## src/rtl/spi_mem_arbiter.sv

```systemverilog
// spi_mem_arbiter: two-port (fetch/data) arbiter in front of a serial SPI RAM.
// Each access is one 48-bit mode-0 frame: cmd, 24-bit address, two data bytes.
// Optional macro SPI_ARB_ROUND_ROBIN_EN: round-robin between simultaneous
// requests; when undefined, port 0 has fixed priority.
module spi_mem_arbiter (
  input  logic        clk,
  input  logic        rst,
  input  logic        req0,
  input  logic        req1,
  input  logic        we0,
  input  logic        we1,
  input  logic [15:0] addr0,
  input  logic [15:0] addr1,
  input  logic [15:0] wdata0,
  input  logic [15:0] wdata1,
  output logic        ack0,
  output logic        ack1,
  output logic [15:0] rdata,
  output logic        busy,
  output logic        spi_select,
  output logic        spi_clk,
  output logic        spi_mosi,
  input  logic        spi_miso
);

  typedef enum logic [1:0] {IDLE, SHIFT, DONE} state_t;

  // 48 bits x 2 clk per bit; counter runs 0..95 across the SHIFT state
  localparam logic [6:0] LAST = 7'd95;

  state_t      state, state_next;
  logic [6:0]  cnt;
  logic [47:0] sh;
  logic [14:0] rx;
  logic        gnt;
  logic        we_q;
  logic        start;
  logic        pick;
  logic        sel_we;
  logic [15:0] sel_addr;
  logic [15:0] sel_wdata;

  // A grant happens in any IDLE cycle with a pending request
  assign start = (state == IDLE) && !rst && (req0 || req1);

`ifdef SPI_ARB_ROUND_ROBIN_EN
  logic pref;  // 1 = port 1 preferred on a tie

  // Tie goes to the preferred port, otherwise to whichever port is asking
  always_comb begin
    pick = 1'b0;
    if (req0 && req1) pick = pref;
    else              pick = req1;
  end

  // Preference moves to the other port only when a transaction completes
  always_ff @(posedge clk) begin
    if (rst)                pref <= 1'b0;
    else if (state == DONE) pref <= ~gnt;
  end
`else
  // Fixed priority: port 1 only when port 0 is not asking
  assign pick = !req0;
`endif

  assign sel_we    = pick ? we1    : we0;
  assign sel_addr  = pick ? addr1  : addr0;
  assign sel_wdata = pick ? wdata1 : wdata0;

  // Outputs decode directly from state so reset and abort clear them at once
  assign busy       = (state != IDLE) || start;
  assign spi_select = (state == SHIFT);
  assign spi_clk    = (state == SHIFT) && cnt[0];
  assign spi_mosi   = (state == SHIFT) && sh[47];
  assign ack0       = (state == DONE) && !gnt;
  assign ack1       = (state == DONE) &&  gnt;

  // State register
  always_ff @(posedge clk) begin
    if (rst) state <= IDLE;
    else     state <= state_next;
  end

  // Next-state logic: IDLE -> SHIFT on grant, SHIFT -> DONE after 96 cycles
  always_comb begin
    state_next = state;
    case (state)
      IDLE:    if (start) state_next = SHIFT;
      SHIFT:   if (cnt == LAST) state_next = DONE;
      DONE:    state_next = IDLE;
      default: state_next = IDLE;
    endcase
  end

  // Frame datapath: latch request, shift out on low phase, sample at end of high phase
  always_ff @(posedge clk) begin
    if (rst) begin
      cnt   <= '0;
      sh    <= '0;
      rx    <= '0;
      gnt   <= 1'b0;
      we_q  <= 1'b0;
      rdata <= '0;
    end else begin
      case (state)
        IDLE: begin
          if (start) begin
            gnt  <= pick;
            we_q <= sel_we;
            cnt  <= '0;
            rx   <= '0;
            // Byte at addr goes first, then addr+1 (RAM auto-increments)
            if (sel_we) sh <= {8'h02, 8'h00, sel_addr, sel_wdata[7:0], sel_wdata[15:8]};
            else        sh <= {8'h03, 8'h00, sel_addr, 16'h0000};
          end
        end
        SHIFT: begin
          cnt <= cnt + 7'd1;
          if (cnt[0]) begin
            sh <= {sh[46:0], 1'b0};
            rx <= {rx[13:0], spi_miso};
            // Last sample: rx[14:7] is the first data byte, {rx[6:0],miso} the second
            if (cnt == LAST && !we_q) rdata <= {rx[6:0], spi_miso, rx[14:7]};
          end
        end
        default: ;
      endcase
    end
  end

endmodule

```

## config.mk

```make
export PLATFORM = sky130hd
export DESIGN_NAME = spi_mem_arbiter
export DESIGN_NICKNAME = d
export VERILOG_FILES = /design/src/rtl/spi_mem_arbiter.sv
export SDC_FILE = /design/constraint.sdc
export NUM_CORES = 1
export LEC_CHECK = 0
export ABC_AREA = 1
export CORE_MARGIN = 10
export CORE_UTILIZATION = 50
export CTS_CLUSTER_SIZE = 12
export DETAILED_ROUTE_END_ITERATION = 12
export PLACE_DENSITY = 0.9
export SETUP_SLACK_MARGIN = 0.15
export SYNTH_ARGS = -nofsm -noshare
export SYNTH_HDL_FRONTEND = slang
export SYNTH_SLANG_ARGS = --single-unit
```

## constraint.sdc

```tcl
create_clock -name clk -period 1.9 [get_ports clk]
set_input_delay 0.57 -clock clk [delete_from_list [all_inputs] [get_ports clk]]
set_output_delay 0.57 -clock clk [all_outputs]
set_load 0.05 [all_outputs]
```

# Word level (Yosys, flattened, before mapping)
# Cells that the tools add are included.
[word_totals]
regBits = 90
input_bits = 71
[classes]
addsub = 1
n_eq_ne = 6
n_mux = 15
n_reduce_logical = 21
[op_table]
columns = ["op", "count"]
rows = [
  ["48-bit 2-to-1 mux", 2],
  ["48-bit case mux with 2 select lines", 1],
  ["41-bit 2-to-1 mux", 1],
  ["16-bit 2-to-1 mux", 2],
  ["15-bit 2-to-1 mux", 2],
  ["15-bit case mux with 2 select lines", 1],
  ["7-bit case mux with 2 select lines", 1],
  ["7-bit by 1-bit adder with 7-bit output, second input constant", 1],
  ["7-bit == test, second input constant", 1],
  ["1-bit logical AND", 7],
  ["7-bit 2-to-1 mux", 1],
  ["2-bit AND reduction", 3],
  ["3-bit AND reduction", 2],
  ["1-bit zero test", 4],
  ["2-bit 2-to-1 mux", 2],
  ["2-bit by 1-bit inequality test with 1-bit output, second input constant", 2],
  ["2-bit case mux with 2 select lines", 1],
  ["2-bit nonzero test", 2],
  ["2-bit by 1-bit == test with 1-bit output, second input constant", 1],
  ["2-bit == test, second input constant", 1],
  ["2-bit zero test", 1],
  ["1-bit logical OR", 2],
  ["2-bit inequality test, second input constant", 1],
  ["1-bit 2-to-1 mux", 1],
]

# Logic depth before layout (Yosys ltp)
# Gate-level depths: netlist (run 1).
[logic_depth]
depth_word = 5
ltp_mapped = 10
depth_no_buf = 7

# Worst setup path after synthesis (run 1)
# Ideal clock, no wire load.
[synth_path]
path_kind = "register to output"
startpoint = "register state[1]"
endpoint = "output port ack0"
t_arrival_ps = 1494
required_time_ps = 1330
setup_slack_ps = -164
path_stages_with_launch = 3
n_path_buf = 0
cell_sequence = "dfxtp_1 inv_1 nor3_1"
[synth_via]
elab_chain_len = 2
[synth_rtl]
columns = ["element", "line_no", "source"]
rows = [
  ["from (decl)", "31", "state_t state, state_next;"],
  ["from (signal assigned)", "81", "else state <= state_next;"],
  ["2-bit == test", "75", "assign ack0 = (state == DONE) && !gnt;"],
  ["1-bit logical AND", "75", ""],
  ["to (decl)", "16", "output logic ack0,"],
]
# No other way between the ends.

# Worst setup path in the final report (run 1)
[layout_path]
startpoint = "input port req1"
endpoint = "output port busy"
[layout_via]
elab_chain_len = 3
[layout_rtl]
columns = ["element", "line_no", "source"]
rows = [
  ["from (decl)", "9", "input logic req1,"],
  ["1-bit logical OR", "44", "assign start = (state == IDLE) && !rst && (req0 || req1);"],
  ["1-bit logical AND", "44", ""],
  ["1-bit logical OR", "71", "assign busy = (state != IDLE) || start;"],
  ["to (decl)", "19", "output logic busy,"],
]
# No other way between the ends.

==> results of run 1 <==
## cells by family (layout without fill, tap and decap cells)
logic type               after synthesis  in the layout  synth area share
AND/OR/NAND/NOR                      343            343             0.338
AO/OA/AOI/OAI                        134            134             0.160
flip-flops                            90             90             0.429
buffers and inverters                 61            150            0.0700
adder cells (fa/ha/maj)                1              1           0.00298
## cell type report
cell class,count,area [sq um]
Tap cell,105,131
Clock buffer,9,124
Sequential cell,90,1810
Timing Repair Buffer,118,1220
Multi-Input combinational cell,478,2170
Clock inverter,7,75.1
Inverter,16,62.6
Fill cell,609,2620
## metrics by stage
step	TNS, ns	cells	instance area, sq um	worst slack (ns)
finish	0	823	5590	0.0860
global route	0	823	5590	0.0625
CTS	0	821	5580	0.110
detailed placement	-18.39	802	5310	-0.362
global placement	-15.81	802	5310	-0.313
floorplan	-0.329	629	4220	-0.164
## power by group through the flow
stage               clock [mW]  combinational (mW)  sequential [mW]
finish                    1.35                1.15             2.19
global route              1.44                1.29             2.21
CTS                       1.35                1.15             2.19
detailed placement           0                1.11             2.22
global placement             0                1.06             2.21
floorplan                    0               0.738             2.19
## cell usage after synthesis
| master | count |
|---|---|
| or2_2 | 3 |
| o21ai_0 | 63 |
| nor3_1 | 4 |
| nand4_1 | 3 |
| o211ai_1 | 1 |
| nor2_1 | 118 |
| inv_1 | 14 |
| o21ai_1 | 1 |
| nand2_1 | 169 |
| dfxtp_1 | 90 |
| nand3_2 | 1 |
| nand2_4 | 1 |
| buf_1 | 8 |
| nand3b_1 | 14 |
| buf_6 | 6 |
| inv_2 | 2 |
| o22ai_1 | 1 |
| clkbuf_2 | 1 |
| a21oi_1 | 68 |
| nor2_2 | 2 |
| buf_4 | 1 |
| nand3_1 | 27 |
| clkbuf_1 | 17 |
| ha_1 | 1 |
| buf_2 | 12 |
| nor2_4 | 1 |
## flip-flops by register name, summed over array words and instances, names as in the netlist
| name | flops |
|---|---|
| cnt | 7 |
| gnt | 1 |
| rx | 15 |
| state | 2 |
| rdata | 16 |
| sh | 48 |
| we_q | 1 |
## worst register-to-register path, cell delays in order (launching register included)
cell and delay, ns:
dfxtp_4 0.38, nor2_4 0.15, nand3_4 0.10, buf_4 0.16, buf_12 0.12, nand2_4 0.11
inv_1 0.07, buf_4 0.19, a21oi_1 0.17, nor2_1 0.08
## final timing paths
check | start | endpoint | cells past startpoint
max reg2reg | state[1] | rx[12] | 9
min reg2reg | sh[25] | sh[25] | 2
max | req1 | busy | 6
min | sh[25] | sh[25] | 2
## layer usage
layer | share of wire | GRT usage | wire (um) | up-vias
li1 | - | - | - | 2208
met1 | 0.40 | 0.198 | 4590 | 2010
met2 | 0.53 | 0.331 | 6070 | 143
met3 | 0.046 | 0.0263 | 530 | 22
met4 | 0.020 | 0.0703 | 226 | 0
met5 | 0 | 0 | 0 | -
## what timing repair did
action / CTS / global route
cloned: 0 / 0
pin swaps: 3 / 6
resized for setup: 23 / 2
endpoints found under the setup margin: 56 / 8
endpoints found under the hold margin: 0 / 0
setup buffers: 3 / 2
==> impl_results.rst, run 1 <==
.. list-table::
   :header-rows: 1

   * - Metric
     - Value
   * - Cell type group with the largest total delay on the critical path
     - buffers and inverters
   * - Pin count of the biggest net entering global routing
     - 77
   * - Count of distinct cell types in the synthesized netlist
     - 26
   * - #FFs+latches synth
     - 90
   * - Tightest Pin Transition
     - 0.507 ns
   * - Power share of the clock group
     - 0.288
   * - First-pass detailed-route iteration total
     - 6
   * - Max Cap Violations
     - 0
   * - Top cell type's share of synthesized area
     - 0.429
   * - Routed length per placed instance
     - 13.9 um
   * - Required @ worst endpoint
     - 1.33 ns
   * - Slowest stage delay, CP
     - 0.24 ns
   * - Total power
     - 4.69 mW
   * - Post-route antenna net violation count
     - 0
   * - Part of the total power dissipated in sequential elements
     - 0.467
   * - Cell row count
     - 33
   * - H-tree lvl count
     - 3
   * - R2R setup slack
     - 0.27 ns
   * - Outcome
     - completed
   * - Post-Route Skew
     - 0.0103 ns
   * - Switching Power
     - 1.48 mW
   * - Most used cells in the layout excluding fill and tap cells
     - nand2_1 (166), nor2_1 (115), dfxtp_1 (87), a21oi_1 (68), clkdlybuf4s50_1 (67)
   * - Number of DRC violations after detailed routing
     - 0
   * - Placer Congestion
     - 0.837
   * - Proportion of total power due to net switching
     - 0.315
   * - Clock tree sinks
     - 90
   * - Violation count after the first detailed-route iteration
     - 273
   * - Cell area after synthesis
     - 4200 sq um
   * - Synth top area cells
     - dfxtp_1 (43%), nand2_1 (15%), nor2_1 (11%), a21oi_1 (8.1%), o21ai_0 (7.5%)
   * - Growth of design area from synthesis to finish
     - 33.1%
   * - Starting utilization of the core area
     - 0.511
   * - Final critical-path required period
     - 1.81 ns
   * - Worst skew pair latency
     - 0.36 ns
   * - Layout net count
     - 785
   * - Count of input and output buffers
     - 92
   * - Commonest non-fill, non-tap cell in the layout
     - nand2_1
   * - Vertical extent of the die
     - 112 um
   * - Data arrival time of the worst path
     - 1.24 ns
   * - Worst-path cell with the longest stage delay
     - dlygate4sd2_1
   * - Final Hold Vio Count
     - 0
   * - Clock tree from TritonCTS
     - yes
   * - Setup-failing EPs final
     - 0
   * - Worst-case clock buffer depth
     - 2
   * - Class of the most critical hold timing path
     - reg2reg
   * - Number of buffer and inverter instances along the worst setup path
     - 3
   * - Reported leakage power
     - 2.34 nW
   * - Mean post-synth cell area
     - 6.68 sq um
   * - Global-route wire length before repair
     - 19.3 mm
   * - Sum of net half-perimeters after detailed placement
     - 7.56 mm
   * - Via count of the first global-routing pass
     - 4,179
   * - Synthesized netlist net count
     - 701
   * - Width of the chip
     - 112 um
   * - Post-detailed-route via-to-cell ratio
     - 5.33
   * - Critical path startpoint category
     - primary input
   * - Top-level port count
     - 93
   * - Final count of pins violating max slew
     - 0
   * - Hold Worst Slack
     - 0.481 ns
   * - Crit path kind
     - in2out
   * - Count of hold buffers inserted by post-cts repair
     - 0
   * - Proportion of power drawn by combinational gates
     - 0.245
   * - Worst relative slew slack
     - 0.662
   * - Worst voltage drop across the vdd grid
     - 474 uV
   * - Fraction of layout cells with a size suffix above 1
     - 0.124
   * - Inserted Clock Buffers
     - 9
   * - Endpoint class of the critical path
     - output port
   * - Root Driver
     - clkbuf_8
   * - Max Fanout on Critical Path
     - 3
   * - Antenna cell count
     - 0
   * - Core Region
     - 8220 sq um
   * - Final critical-path share of the clock period
     - 0.955
   * - Utilization of the core after routing
     - 0.681
   * - Cell-by-cell trace of the critical path
     - dlygate4sd2_1 > inv_2 > nand2_4 > nand3_4 > nand2_4 > buf_12
   * - Cell type contributing the most total cell area after synthesis
     - dfxtp_1
   * - Number of antenna violations at the first check in global routing
     - 0
   * - Power Dens Cells
     - 838 nW/um^2
   * - Clk slew on worst S/H paths
     - 0.09 ns
   * - RSZ-0062 raised after global routing
     - true
   * - Highest clock rate
     - 551 MHz
   * - Cell with the most instances on the worst path
     - nand2_4
   * - Via count
     - 4,383
   * - Aggregate global routing overflow
     - 0
   * - Yosys warnings
     - 0
   * - Wire length reported by the detailed router
     - 11.4 mm
   * - Die ar.
     - 12,500 sq um
   * - Total track usage
     - 0.178
   * - Cell-internal power
     - 3.21 mW
   * - Part of the Yosys area used for sequential elements
     - 0.429
   * - Syn Inst Count
     - 629
No activity file was read; power rests on OpenSTA's default activity.
==> run 2: changes to the inputs <==
--- a/config.mk
+++ b/config.mk
@@ -6,12 +6,14 @@
 export NUM_CORES = 1
 export LEC_CHECK = 0
 export ABC_AREA = 1
-export CORE_MARGIN = 10
+export CORE_MARGIN = 1
 export CORE_UTILIZATION = 50
 export CTS_CLUSTER_SIZE = 12
 export DETAILED_ROUTE_END_ITERATION = 12
-export PLACE_DENSITY = 0.9
+export DONT_BUFFER_PORTS = 1
+export PLACE_DENSITY = 0.76
 export SETUP_SLACK_MARGIN = 0.15
+export SKIP_CTS_REPAIR_TIMING = 1
 export SYNTH_ARGS = -nofsm -noshare
 export SYNTH_HDL_FRONTEND = slang
 export SYNTH_SLANG_ARGS = --single-unit
==> impl_results.rst, run 2 (synthesis gave the netlist of run 1 again) <==
.. list-table::
   :header-rows: 1

   * - Metric
     - Value
   * - H-tree lvl count
     - 3
   * - First-pass detailed-route iteration total
     - 4
   * - Cell-internal power
     - 3.16 mW
   * - Part of the total power dissipated in sequential elements
     - 0.481
   * - Source of the worst hold timing path
     - rst
   * - Clk slew on worst S/H paths
     - 0.09 ns
   * - Post-Route Skew
     - 0.00863 ns
   * - Filler cells
     - 760
   * - Final instance area
     - 4770 sq um
   * - Number of flip-flops in the largest register
     - 48
   * - DP Worst Slack
     - 0.118 ns
   * - Power share of the clock group
     - 0.294
   * - Final critical-path share of the clock period
     - 0.925
   * - Critical path startpoint category
     - flip-flop
   * - Placer Congestion
     - 0.790
   * - Max Fanout on Critical Path
     - 7
   * - Growth of design area from synthesis to finish
     - 13.5%
   * - Minimum setup slack in the final design
     - 0.142 ns
   * - Final Hold Vio Count
     - 0
   * - Layout net count
     - 695
   * - Commonest non-fill, non-tap cell in the layout
     - nand2_1
   * - Via count of the first global-routing pass
     - 3,500
   * - Biggest register
     - sh
   * - Worst voltage drop across the vdd grid
     - 372 uV
   * - Sum of net half-perimeters after detailed placement
     - 5.65 mm
   * - Critical Path Source
     - state[0]
   * - Worst-case clock buffer depth
     - 2
   * - Switching Power
     - 1.38 mW
   * - Width of the chip
     - 93.7 um
   * - Total placed instance area
     - 4320 sq um
   * - Cell row count
     - 33
   * - Most used cells in the layout excluding fill and tap cells
     - nand2_1 (166), nor2_1 (115), dfxtp_1 (87), a21oi_1 (68), o21ai_0 (63)
   * - Via count
     - 3,934
   * - Post-route antenna net violation count
     - 0
   * - Post-detailed-route via-to-cell ratio
     - 5.37
   * - RSZ-0062 raised after global routing
     - true
   * - Top-level port count
     - 93
   * - Die ar.
     - 8780 sq um
   * - Crit path kind
     - reg2out
   * - Max Cap Violations
     - 0
   * - Power Dens Cells
     - 953 nW/um^2
   * - Core Region
     - 8180 sq um
   * - Tightest Pin Transition
     - 0.526 ns
   * - Inserted Clock Buffers
     - 9
   * - Wire length reported by the detailed router
     - 9.50 mm
   * - Final critical-path required period
     - 1.76 ns
   * - Data arrival time of the worst path
     - 1.19 ns
   * - Starting utilization of the core area
     - 0.514
   * - Final count of pins violating max slew
     - 0
   * - Global-route wire length before repair
     - 14.8 mm
   * - Vertical extent of the die
     - 93.7 um
   * - Endpoint class of the critical path
     - output port
   * - Total track usage
     - 0.208
   * - Highest clock rate
     - 569 MHz
   * - Total power
     - 4.55 mW
   * - Top flop regs
     - sh x48, rdata x16, rx x15
   * - Root Driver
     - clkbuf_8
   * - Count of input and output buffers
     - 0
   * - Outcome
     - completed
   * - Fraction of layout cells with a size suffix above 1
     - 0.108
   * - Class of the most critical hold timing path
     - in2reg
   * - Routed length per placed instance
     - 13.0 um
   * - Worst skew pair latency
     - 0.36 ns
   * - Utilization of the core after routing
     - 0.583
   * - Clock tree from TritonCTS
     - yes
   * - Setup-failing EPs final
     - 0
   * - Aggregate global routing overflow
     - 0
   * - Reg-to-reg critical path startpoint
     - state[1]
   * - Clock tree sinks
     - 90
   * - Antenna cell count
     - 0
   * - Worst relative slew slack
     - 0.649
   * - Proportion of total power due to net switching
     - 0.305
   * - Number of antenna violations at the first check in global routing
     - 0
   * - Pin count of the biggest net entering global routing
     - 83
   * - Proportion of power drawn by combinational gates
     - 0.225
   * - Violation count after the first detailed-route iteration
     - 216
   * - Number of DRC violations after detailed routing
     - 0
   * - Reported leakage power
     - 1.95 nW
   * - Required @ worst endpoint
     - 1.33 ns
==> run 2: stage by stage <==
step / hold WS, ns / instances / setup TNS, ns
after floorplan: 0.437 / 629 / -0.329
final: 0.267 / 733 / 0
after CTS: 0.262 / 721 / -0.0339
after detailed placement: 0.465 / 705 / 0
after global placement: 0.457 / 705 / 0
after global routing: 0.251 / 733 / 0
==> run 2: power groups by stage <==
| stage | registers, mW | clock network [mW] | logic, mW |
|---|---|---|---|
| after detailed placement | 2.22 | 0 | 0.872 |
| final | 2.19 | 1.34 | 1.02 |
| after global routing | 2.21 | 1.45 | 1.16 |
| after floorplan | 2.19 | 0 | 0.738 |
| after global placement | 2.21 | 0 | 0.847 |
| after CTS | 2.18 | 1.36 | 0.876 |
==> run 2: critical path: stages, from the launching register on <==
cell and delay [ns]:
dfxtp_4 0.42, inv_4 0.04, nor2_4 0.17, buf_12 0.19
==> run 2: cell type report <==
cell class              count  area, sq um  share of cell area
clock buffers              11          151              0.0318
clock inverters             5         52.6              0.0110
inverters                  16         68.8              0.0144
multi-input cells         478         2180               0.458
flip-flops and latches     90         1810               0.380
well taps                 105          131              0.0276
repair buffers             27          367              0.0769
repair inverters            1         5.00             0.00105
==> run 2: layer usage <==
metal	global-route usage	up-vias	wire length, um
met2	0.353	96	4590
met1	0.258	1796	4310
met3	0.0348	13	470
met5	0	-	0
li1	-	2029	-
met4	0.0923	0	124
==> run 2: worst paths after layout <==
path / to / slack (ns) / cells after the start
worst max-delay path: spi_select / 0.14 / 3
worst min-delay path: cnt[6] / 0.27 / 1
worst min register to register: sh[22] / 0.48 / 2
worst max register to register: rx[12] / 0.23 / 8
==> run 3: changes to the inputs <==
--- a/config.mk
+++ b/config.mk
@@ -14,6 +14,7 @@
 export PLACE_DENSITY = 0.76
 export SETUP_SLACK_MARGIN = 0.15
 export SKIP_CTS_REPAIR_TIMING = 1
+export SLEW_MARGIN = 20
 export SYNTH_ARGS = -nofsm -noshare
 export SYNTH_HDL_FRONTEND = slang
 export SYNTH_SLANG_ARGS = --single-unit
==> results of run 3 <==
The final DEF is identical to that of run 2; final timing and power are the same.
